==> src/rtl/cmp_pkg.sv <==
// Shared types and constants for the serial magnitude comparator.
// The result encoding is a one-hot vector ordered {gt, lt, eq}.
package cmp_pkg;

    typedef enum logic {
        IDLE,
        CMP
    } state_e;

    localparam logic [2:0] RES_NONE = 3'b000;
    localparam logic [2:0] RES_EQ   = 3'b001;
    localparam logic [2:0] RES_LT   = 3'b010;
    localparam logic [2:0] RES_GT   = 3'b100;

endpackage

==> src/rtl/slice_cmp.sv <==
// Combinational comparison of one DIGIT-bit slice.
// With msb_signed set, inverting both top bits maps two's-complement order onto unsigned order.
module slice_cmp #(
    parameter int unsigned DIGIT = 4
) (
    input  logic [DIGIT-1:0] x,
    input  logic [DIGIT-1:0] y,
    input  logic             msb_signed,
    output logic             s_eq,
    output logic             s_lt,
    output logic             s_gt
);

    logic [DIGIT-1:0] w_x;
    logic [DIGIT-1:0] w_y;

    always_comb begin
        w_x = x;
        w_y = y;
        if (msb_signed) begin
            w_x[DIGIT-1] = ~x[DIGIT-1];
            w_y[DIGIT-1] = ~y[DIGIT-1];
        end
    end

    assign s_eq = (w_x == w_y);
    assign s_lt = (w_x <  w_y);
    assign s_gt = (w_x >  w_y);

endmodule

==> src/rtl/serial_mag_comparator.sv <==
// Multi-cycle magnitude comparator: DIGIT bits per cycle, MSB slice first, early exit on the
// first differing slice. Result is held in a one-hot {gt, lt, eq} register until overwritten.
module serial_mag_comparator
    import cmp_pkg::*;
#(
    parameter int unsigned WIDTH = 16,
    parameter int unsigned DIGIT = 4
) (
    input  logic             clk,
    input  logic             rst,
    input  logic             start,
    input  logic [WIDTH-1:0] a,
    input  logic [WIDTH-1:0] b,
    input  logic             signed_mode,
    output logic             busy,
    output logic             done,
    output logic             eq,
    output logic             lt,
    output logic             gt
);

    localparam int unsigned NSLICE = WIDTH / DIGIT;
    localparam int unsigned IDXW   = (NSLICE > 1) ? $clog2(NSLICE) : 1;
    localparam logic [IDXW-1:0] IDX_TOP = IDXW'(NSLICE - 1);

    state_e           r_state, w_state_next;
    logic [IDXW-1:0]  r_idx, w_idx_next;
    logic [WIDTH-1:0] r_a, w_a_next;
    logic [WIDTH-1:0] r_b, w_b_next;
    logic             r_signed, w_signed_next;
    logic             r_done, w_done_next;
    logic [2:0]       r_res, w_res_next;

    logic [DIGIT-1:0] w_slice_a;
    logic [DIGIT-1:0] w_slice_b;
    logic             w_msb_signed;
    logic             w_s_eq, w_s_lt, w_s_gt;

    assign w_slice_a    = r_a[r_idx*DIGIT +: DIGIT];
    assign w_slice_b    = r_b[r_idx*DIGIT +: DIGIT];
    assign w_msb_signed = r_signed && (r_idx == IDX_TOP);

    slice_cmp #(
        .DIGIT (DIGIT)
    ) u_slice_cmp (
        .x          (w_slice_a),
        .y          (w_slice_b),
        .msb_signed (w_msb_signed),
        .s_eq       (w_s_eq),
        .s_lt       (w_s_lt),
        .s_gt       (w_s_gt)
    );

    always_comb begin
        w_state_next  = r_state;
        w_idx_next    = r_idx;
        w_a_next      = r_a;
        w_b_next      = r_b;
        w_signed_next = r_signed;
        w_done_next   = 1'b0;
        w_res_next    = r_res;
        unique case (r_state)
            IDLE: begin
                if (start) begin
                    w_a_next      = a;
                    w_b_next      = b;
                    w_signed_next = signed_mode;
                    w_idx_next    = IDX_TOP;
                    w_state_next  = CMP;
                end
            end
            CMP: begin
                if (!w_s_eq) begin
                    w_res_next   = w_s_gt ? RES_GT : RES_LT;
                    w_done_next  = 1'b1;
                    w_state_next = IDLE;
                end else if (r_idx == '0) begin
                    w_res_next   = RES_EQ;
                    w_done_next  = 1'b1;
                    w_state_next = IDLE;
                end else begin
                    w_idx_next = r_idx - 1'b1;
                end
            end
            default: w_state_next = IDLE;
        endcase
    end

    always_ff @(posedge clk or posedge rst) begin
        if (rst) begin
            r_state  <= IDLE;
            r_idx    <= '0;
            r_a      <= '0;
            r_b      <= '0;
            r_signed <= 1'b0;
            r_done   <= 1'b0;
            r_res    <= RES_NONE;
        end else begin
            r_state  <= w_state_next;
            r_idx    <= w_idx_next;
            r_a      <= w_a_next;
            r_b      <= w_b_next;
            r_signed <= w_signed_next;
            r_done   <= w_done_next;
            r_res    <= w_res_next;
        end
    end

    assign busy = (r_state == CMP);
    assign done = r_done;
    assign eq   = r_res[0];
    assign lt   = r_res[1];
    assign gt   = r_res[2];

endmodule

==> config.mk <==
export PLATFORM = sky130hd
export DESIGN_NAME = serial_mag_comparator
export DESIGN_NICKNAME = d
export VERILOG_FILES = /design/src/rtl/cmp_pkg.sv /design/src/rtl/slice_cmp.sv /design/src/rtl/serial_mag_comparator.sv
export SDC_FILE = /design/constraint.sdc
export NUM_CORES = 1
export LEC_CHECK = 0
export ABC_AREA = 1
export ABC_CLOCK_PERIOD_IN_PS = 5000
export BUFFER_PORTS_ARGS = -buffer_cell sky130_fd_sc_hd__buf_2
export CORE_AREA = 2 2 66 68
export CTS_CLUSTER_SIZE = 30
export DETAILED_ROUTE_END_ITERATION = 7
export DIE_AREA = 0 0 68 70
export PLACE_DENSITY = 0.72
export SLEW_MARGIN = 10
export SYNTH_ARGS = -nofsm -noshare
export SYNTH_HDL_FRONTEND = slang
export SYNTH_SLANG_ARGS = --single-unit
==> constraint.sdc <==
create_clock -name clk -period 5 [get_ports clk]
set_input_delay 1 -clock clk [delete_from_list [all_inputs] [get_ports clk]]
set_output_delay 1 -clock clk [all_outputs]
set_load 0.02 [all_outputs]
## Word-level counts from Yosys, hierarchy flattened

Index checks and enable logic that the tools add are counted.

- Output and inout port bits: 5
- Register bits: 40
- Input bits: 36
- Logic and storage cells: 41

- Shifts and indexed selects: 2
- Mux-type cells: 16
- Add/sub/neg operators: 1
- Order comparisons: 1
- Reductions and logical operators: 5
- Eq/ne operators: 6
- Bitwise gates (word level): 3

Operators with widths:

| cell | number |
|---|---|
| $shiftx A16 B5 Y4 | 2 |
| $mux W3 | 3 |
| $mux W1 | 8 |
| $mux W2 | 3 |
| $eq A4 B4 Y1 | 1 |
| $gt A4 B4 Y1 | 1 |
| $ne A2 B1 Y1 const B | 2 |
| $ne A2 B2 Y1 const B | 2 |
| $pmux W2 S2 | 1 |
| $reduce_and A2 Y1 | 2 |
| $not A1 Y1 | 3 |
| $reduce_and A3 Y1 | 1 |
| $eq A2 B2 Y1 const B | 1 |
| $logic_not A2 Y1 | 1 |
| $pmux W1 S2 | 1 |
| $sub A2 B1 Y2 const B | 1 |
| $logic_and A1 B1 Y1 | 1 |

## Longest topological paths before layout

Gate-level depths: netlist (run 1).

- Word-level depth: 6
- Gate-level depth with buffers: 13
- Depth with buffers taken out: 13

## Hierarchy

A second synthesis (run 1) with hierarchy kept.

- Cells, all modules: 270
- Area total of the unflattened synthesis: 2,049.5 sq um

Modules (own cells, without submodules):

| module | cells each | area each (sq um) | seq. area each (sq um) | instances |
|---|---|---|---|---|
| serial_mag_comparator | 246 | 1,919.3 | 1,001.0 | 1 |
| slice_cmp | 24 | 130.1 | 0.0 | 1 |

## Worst setup path before layout (run 1)

Ideal clock, no wire load.

- Path kind: register to register
- Start: reg r_idx[1]
- End: reg r_idx[0]
- Arrival: 1.710 ns
- Stages on the path, launching flop included: 14
- Path slack: 3.225 ns
- Path through: dfrtp_1 -> buf_2 -> clkinv_1 -> nand3_1 -> nand2_1 -> nand2_1 -> nand2_1 -> ha_1 -> nand2_1 -> nor2_1 -> nand3_1 -> nand2_1 -> nand2_1 -> nand2_1

- Cells in the longest elaborated chain, start to end: 6

RTL lines:

| item | line | source |
|---|---|---|
| start, declared | serial_mag_comparator.sv:27 | `logic [IDXW-1:0] r_idx, w_idx_next;` |
| start signal, assigned | serial_mag_comparator.sv:100 | `r_idx <= w_idx_next;` |
| $shiftx A16 B5 Y4, or another cell as far along | serial_mag_comparator.sv:39 | `assign w_slice_a = r_a[r_idx*DIGIT +: DIGIT];` |
| $not A1 Y1, or another cell as far along | slice_cmp.sv:21 | `w_x[DIGIT-1] = ~x[DIGIT-1];` |
| $mux W1 | slice_cmp.sv:20 | `if (msb_signed) begin` |
| $eq A4 B4 Y1 | slice_cmp.sv:26 | `assign s_eq = (w_x == w_y);` |
| $ne A2 B1 Y1 (no line) | n/a |  |
| $reduce_and A3 Y1 (no line) (*) | n/a |  |

Every way passes the cells marked *; elsewhere a longest branch is shown, timed or not.
A chain may end at the register's enable or synchronous reset.

## Final worst setup path (run 1)

- Start: reg r_idx[0]
- End: reg r_idx[0]

- Cells in the longest elaborated chain, start to end: 6

RTL lines:

| item | line |
|---|---|
| $shiftx A16 B5 Y4, or another cell as far along | serial_mag_comparator.sv:39 |
| $not A1 Y1, or another cell as far along | slice_cmp.sv:21 |
| $mux W1 | slice_cmp.sv:20 |
| $eq A4 B4 Y1 | slice_cmp.sv:26 |
| $ne A2 B1 Y1 (no line) | n/a |
| $reduce_and A3 Y1 (no line) | n/a |

Parallel ways exist; a longest one is shown, timed or not. The select of a mux whose other input is x is not followed.

==> out/results.md, run 1 <==
• **Reg2Reg Setup Slack** 2440 ps
• **Setup Viol. Count Final** 0
• **Worst Setup Path Type** register to register
• **complex-gate fraction of the synthesized area** 0.0673
• **std cell rows** 24
• **count of warnings emitted by yosys** 0
• **Global Route met2 Usage** 0.272
• **maximum fanout count along the critical path** 22
• **Die Area** 4760 um2
• **per-cell via count in the routed design** 4.97
• **antenna violations before repair** 0
• **IR Drop Worst-Case VDD** 0.291 mV
• **remaining max-slew budget at the tightest pin** 0.380
• **grt met1 use** 0.221
• **transition time at the pin with the least slew margin** 926 ps
• **Clock Skews** 10.9 ps
• **first drt pass iteration count** 4
• **combinational family with the most area after synthesis** multiplexers
• **Num Clock Sinks** 40
• **run status** complete, no violations
• **signed area change from the synthesized netlist to the final layout** 15.3%
• **final sum of negative setup slack** 0 ps
• **DR iter-0 viols** 58
• **Worst R2R Path Depth** 12
• **fraction of layout instances using a drive strength above 1** 0.357
• **timing-limited maximum frequency** 391 MHz
• **buffer count from post-CTS setup fixing** 0
• **final critical delay including setup and external delays** 2560 ps
• **initial standard-cell utilization of the core** 0.471
• **Final #Nets** 265
• **cts hold-fix bufs** 0
• **crit-path most repeated cell** nand2_1
• **cell area after synthesis** 1950 um2
• **clk slew on worst S/H paths** 80 ps
• **fin. max-slew vios** 0
• **fraction of the yosys area taken by sequential cells** 0.513
• **hold path endpoint** r_a[8]
• **TritonCTS clock tree** built
• **Mapped Nets** 225
• **class of the most critical hold timing path** register to register
• **synthesized instance count** 183
• **total number of vias** 1372
• **Leakage** 1.15 nW
• **maxcap violations** 0
• **global routing met3 resource utilization** 0.0515
• **placed inst area** 2160 um2
• **RSZ-0062 raised after global routing** false
• **clock latency reported for the late side of the worst-skew pair** 290 ps
• **cell count of the worst hold path** 1
• **total of buffers placed on input and output ports** 40
• **total wire length after detailed routing** 3.44 mm
• **via count of the first global-routing pass** 1422
• **Hold Violations, Final** 0
• **Most Crowded Layer GR** met2
• **power per unit of standard cell area** 651 nW/um2
• **post-synthesis adder-cell area fraction** 0.0385
• **largest net degree at the start of global routing** 41
• **DRC Markers** 0
• **CP max stage cell** dfrtp_1
• **area share of xor/xnor cells in the synthesized design** 0
• **worst endpoint required time** 5240 ps
• **portion of netlist area occupied by mux cells** 0.196
• **launching element type of the critical path** register
• **total core area** 4140 um2
• **CTS resizes** 0
• **estimated wirelength of the detail-placed design** 2.39 mm
• **largest stage delay on the critical path** 770 ps
• **gp weighted congestion** 0.769
• **number of routed nets with antenna violations** 0
• **number of flip-flops and latches in the synthesized netlist** 40
• **Unique masters post-synth** 20
• **reg-to-reg critical path endpoint** r_idx[0]
• **global-route wire length before repair** 6.23 mm
• **fin crit share** 0.511
• **post-route cell area** 2250 um2
• **global router's overall resource usage** 0.171
• **Hold Path Origin** r_a[8]
• **buffers from clock root to sink, at most** 2
• **count of inserted antenna diode cells** 0
• **critical path capture point type** register
• **Crit Reg-Reg Startpoint** r_idx[0]
• **die extent in y** 70 um
• **highest-count cells in the layout ignoring fill and taps** 40 x dfrtp_1, 40 x buf_2, 34 x nand2_1
• **mean instance size in the synthesized netlist** 10.7 um2
• **CTS Buf Count** 5
• **routed wire length per instance** 12.5 um
• **Root Buffer** clkbuf_8
• **Post-Synth Simple-Gate Area** 0.131
• **Horiz. Die Dim** 68 um
• **boundary pin count** 41
• **Critical Path, Cell by Cell** inv_1, nand2_1, nand3_1, nand3_1, nand2_1, ha_1, nand2_1, nor2_1, nand3_1, nand2_1, nand2_1, nand2_1
• **overflow left after global routing** 0
• **data arrival time of the worst path** 2790 ps
• **H-tree level count** 2
[state kept, by name, indices dropped and copies added (netlist names)]
| name | flops |
|---|---|
| busy | 1 |
| done | 1 |
| r_a | 16 |
| r_b | 16 |
| r_idx | 2 |
| r_res | 3 |
| r_signed | 1 |
[per-stage QoR]
step                      std cells  utilization  setup slack (ps)  power (mW)  hold WS (ps)
after CTS                       276        0.543              2420        1.49           510
after floorplan                 183            -              3080        1.13           474
final                           276        0.543              2440        1.47           508
after detailed placement        268        0.521              2440        1.26           491
after global placement          268        0.521              2460        1.24           485
after global routing            276        0.543              2030        1.62           533
[report_power, final]
group | leakage (nW) | switching, mW | total, mW | internal [mW]
Sequential | 0.468 | 0.108 | 0.586 | 0.478
Combinational | 0.638 | 0.343 | 0.658 | 0.316
Clock | 0.0445 | 0.109 | 0.221 | 0.112
Total | 1.15 | 0.559 | 1.47 | 0.906
[cell type report]
type / count / area [um2]
repair buffers: 41 / 208
fillers: 392 / 1890
flip-flops and latches: 40 / 1000
multi-input cells: 125 / 846
clock buffers: 7 / 86.3
inverters: 10 / 37.5
clock inverters: 1 / 7.51
well taps: 52 / 65.1
[critical path: cells and delay by family (launching register included)]
| family | cells | cell delay, ps |
|---|---|---|
| adders and majority gates | 1 | 280 |
| DFF | 1 | 770 |
| and+or+nand+nor | 10 | 1020 |
| buffers and inverters | 1 | 430 |
[worst max path at each step]
stage,startpoint,end,cells past startpoint
CTS,r_idx[0],r_idx[0],12
finish,r_idx[0],r_idx[0],12
floorplan,rst,busy,1
detailed placement,r_idx[0],r_idx[0],12
global placement,r_idx[0],r_idx[1],12
global route,r_idx[0],r_idx[0],12
[synth_stat cells, drive strengths merged]
master	count	share of area
a21oi	8	0.021
buf	6	0.031
clkbuf	2	0.0038
clkinv	1	0.0019
dfrtp	40	0.51
ha	6	0.038
inv	9	0.017
mux2	30	0.20
nand2	35	0.069
nand3	11	0.028
nor2	18	0.035
o21ai	13	0.033
o21bai	1	0.0038
o22ai	3	0.0096
[kinds of logic after synthesis]
logic type	count (synthesis)
multiplexers	30
flip-flops	40
adder cells (fa/ha/maj)	6
buffers and inverters	18
AND/OR/NAND/NOR	64
AO/OA/AOI/OAI	25
[metal layers]
metal,vias to the layer above,routed length [um]
met3,5,172
li1,690,-
met5,-,0
met2,29,1630
met4,0,48
met1,648,1590
Power figures use the tool's default switching activity.
==> run 2, diff against run 1 <==
--- a/config.mk
+++ b/config.mk
@@ -6,7 +6,7 @@
 export NUM_CORES = 1
 export LEC_CHECK = 0
 export ABC_AREA = 1
-export ABC_CLOCK_PERIOD_IN_PS = 5000
+export ABC_CLOCK_PERIOD_IN_PS = 2430
 export BUFFER_PORTS_ARGS = -buffer_cell sky130_fd_sc_hd__buf_2
 export CORE_AREA = 2 2 66 68
 export CTS_CLUSTER_SIZE = 30
==> constraint.sdc (replaced) <==
create_clock -name clk -period 2.43 [get_ports clk]
set_input_delay 0.486 -clock clk [delete_from_list [all_inputs] [get_ports clk]]
set_output_delay 0.486 -clock clk [all_outputs]
set_load 0.02 [all_outputs]
==> run 2 against run 1 <==
Net effect:
- clock power rose by 100%
- die area did not move
- combinational power rose by 120%
- routed wire length rose by 2.3%
- hold slack got worse by 200 ps
- flip-flop and latch count did not move
- maximum frequency rose by 23%
- first-iteration DRC count rose by 12%
- register-to-register slack got worse by 2100 ps
- highest routed layer unchanged
==> out/results.md, run 2 (synthesis gave the netlist of run 1 again) <==
• **maxcap violations** 0, unchanged
• **fraction of layout instances using a drive strength above 1** 0.379, +0.0217
• **largest stage delay on the critical path** 400 ps, -370 ps
• **boundary pin count** 41, unchanged
• **Crit Reg-Reg Startpoint** r_idx[0]
• **power per unit of standard cell area** 1340 nW/um2, +110%
• **maximum fanout count along the critical path** 15, -32%
• **Die Area** 4760 um2, unchanged
• **IR Drop Worst-Case VDD** 0.621 mV, +110%
• **RSZ-0062 raised after global routing** false
• **commonest non-fill, non-tap cell in the layout** buf_2
• **TritonCTS clock tree** built
• **crit-path most repeated cell** nand2_1
• **Clock Skews** 4.87 ps, -6.05 ps
• **total power consumption of the routed design** 3.06 mW, +110%
• **clock latency reported for the late side of the worst-skew pair** 290 ps, about the same
• **cts hold-fix bufs** 0, unchanged
• **Hold Violations, Final** 0, unchanged
• **DR iter-0 viols** 65, +12%
• **die extent in y** 70 um, unchanged
• **total of buffers placed on input and output ports** 40, unchanged
• **combinational group share of total power** 0.466, +0.017
• **global router's overall resource usage** 0.174, +0.00371
• **highest-count cells in the layout ignoring fill and taps** 40 x buf_2, 39 x dfrtp_1, 34 x nand2_1
• **initial standard-cell utilization of the core** 0.471, unchanged
• **Final #Nets** 268, +1.1%
• **relative contribution of the clock network to total power** 0.145, -0.006
• **remaining max-slew budget at the tightest pin** 0.672, +0.292
• **fin. max-slew vios** 0, unchanged
• **run status** complete, no violations
• **Top Registers** r_a x16, r_b x16, r_res x3
• **DRC Markers** 0, unchanged
• **std cell rows** 24, unchanged
• **critical path capture point type** register
• **Leakage** 1.17 nW, +2.0%
• **Horiz. Die Dim** 68 um, unchanged
• **timing-limited maximum frequency** 482 MHz, +23%
• **Seq pwr share** 0.389, -0.011
• **Worst R2R Path Depth** 13, +1
• **Root Buffer** clkbuf_8
• **Worst Setup SP** r_idx[0]
• **gp weighted congestion** 0.789, +2.6%
• **global-route wire length before repair** 6.23 mm, unchanged
• **final sum of negative setup slack** 0 ps, unchanged
• **number of routed nets with antenna violations** 0, unchanged
• **smallest setup slack after layout** 356 ps, -2090 ps
• **CTS resizes** 0, unchanged
• **antenna violations before repair** 0, unchanged
• **Num Clock Sinks** 40, unchanged
• **Setup Slack @ Placement** 262 ps, -2180 ps
• **Critical Path, Cell by Cell** inv_1, nand2_1, nand3_1, nand2_1, nand2_1, nand2_1, ha_1, nand2_1, nor2_1, nand3_1, nand2_1, nand2_1, nand2_1
• **buffer count from post-CTS setup fixing** 0, unchanged
• **CP max stage cell** dfrtp_1
• **launching element type of the critical path** register
• **first drt pass iteration count** 4, unchanged
• **Worst Setup Path Type** register to register
• **total number of vias** 1390, +1.3%
• **total wire length after detailed routing** 3.52 mm, +2.3%
• **overflow left after global routing** 0, unchanged
• **reported net switching power** 1.17 mW, +110%
• **count of inserted antenna diode cells** 0, unchanged
• **Setup Viol. Count Final** 0, unchanged
• **worst hold margin** 309 ps, -200 ps
• **signed area change from the synthesized netlist to the final layout** 17.3%
• **per-cell via count in the routed design** 4.98, +0.22%
• **clk slew on worst S/H paths** 80 ps, about the same
• **class of the most critical hold timing path** input port to async pin
• **H-tree level count** 2, unchanged
• **final critical delay including setup and external delays** 2070 ps, -481 ps
• **Net Sw Frac** 0.381, about the same
• **total core area** 4140 um2, unchanged
• **largest net degree at the start of global routing** 41, unchanged
• **buffers from clock root to sink, at most** 2, unchanged
• **reg-to-reg critical path endpoint** r_idx[0]
• **data arrival time of the worst path** 2310 ps, -480 ps
• **Fill cells** 385, -1.8%
• **worst endpoint required time** 2660 ps, -2580 ps
• **via count of the first global-routing pass** 1434, +0.84%
• **transition time at the pin with the least slew margin** 492 ps, -434 ps
• **routed wire length per instance** 12.6 um, +1.2%
• **fin crit share** 0.854, +0.342
• **Reg2Reg Setup Slack** 360 ps, -2090 ps
• **CTS Buf Count** 5, unchanged
• **estimated wirelength of the detail-placed design** 2.58 mm, +8.0%
• **Internal** 1.89 mW, +110%
[run 2: layout make-up]
cell class | instances | area (um2) | share of cell area
clock inverter | 2 | 10.0 | 0.00437
clock buffer | 6 | 82.6 | 0.0361
sequential | 40 | 1000 | 0.438
timing repair buffer | 44 | 243 | 0.106
multi-input combinational | 125 | 846 | 0.369
inverter | 10 | 41.3 | 0.0180
tap | 52 | 65.1 | 0.0284
[run 2: through the flow]
step	cell area, um2	instances	util
6_report	2290	279	0.553
5_1_grt	2290	279	0.553
4_1_cts	2280	279	0.551
3_5_place_dp	2190	271	0.529
3_3_place_gp	2190	271	0.529
2_1_floorplan	1950	183	-
[run 2: worst max-delay path by stage]
stage               end  slack [ps]  cells past startpoint
2_1_floorplan  r_idx[0]         650                     13
3_3_place_gp   r_idx[0]         400                     12
3_5_place_dp   r_idx[0]         260                     12
4_1_cts        r_idx[0]         220                     12
5_1_grt        r_idx[0]          70                     13
6_report       r_idx[0]         360                     13
[run 2: worst max-delay path: cells and delay by family, from the launching register on]
kind          cells  cell delay (ps)
flops             1              400
simple gates     11              990
fa+ha+maj         1              280
buf+inv           1              340
[run 2: power by group through the flow]
stage          clock network (mW)  registers (mW)  logic (mW)
2_1_floorplan                   0            1.17        1.15
3_3_place_gp                    0            1.19        1.40
3_5_place_dp                    0            1.19        1.43
4_1_cts                     0.464            1.18        1.44
5_1_grt                     0.499            1.23        1.65
6_report                    0.444            1.19        1.43
[run 2: layer usage]
layer	wire length [um]	track usage	share of wire	up-vias
met5	0	0	0	-
met4	61	0.0667	0.017	0
met3	172	0.0531	0.049	7
met2	1730	0.282	0.49	31
met1	1560	0.216	0.44	656
li1	-	-	-	696
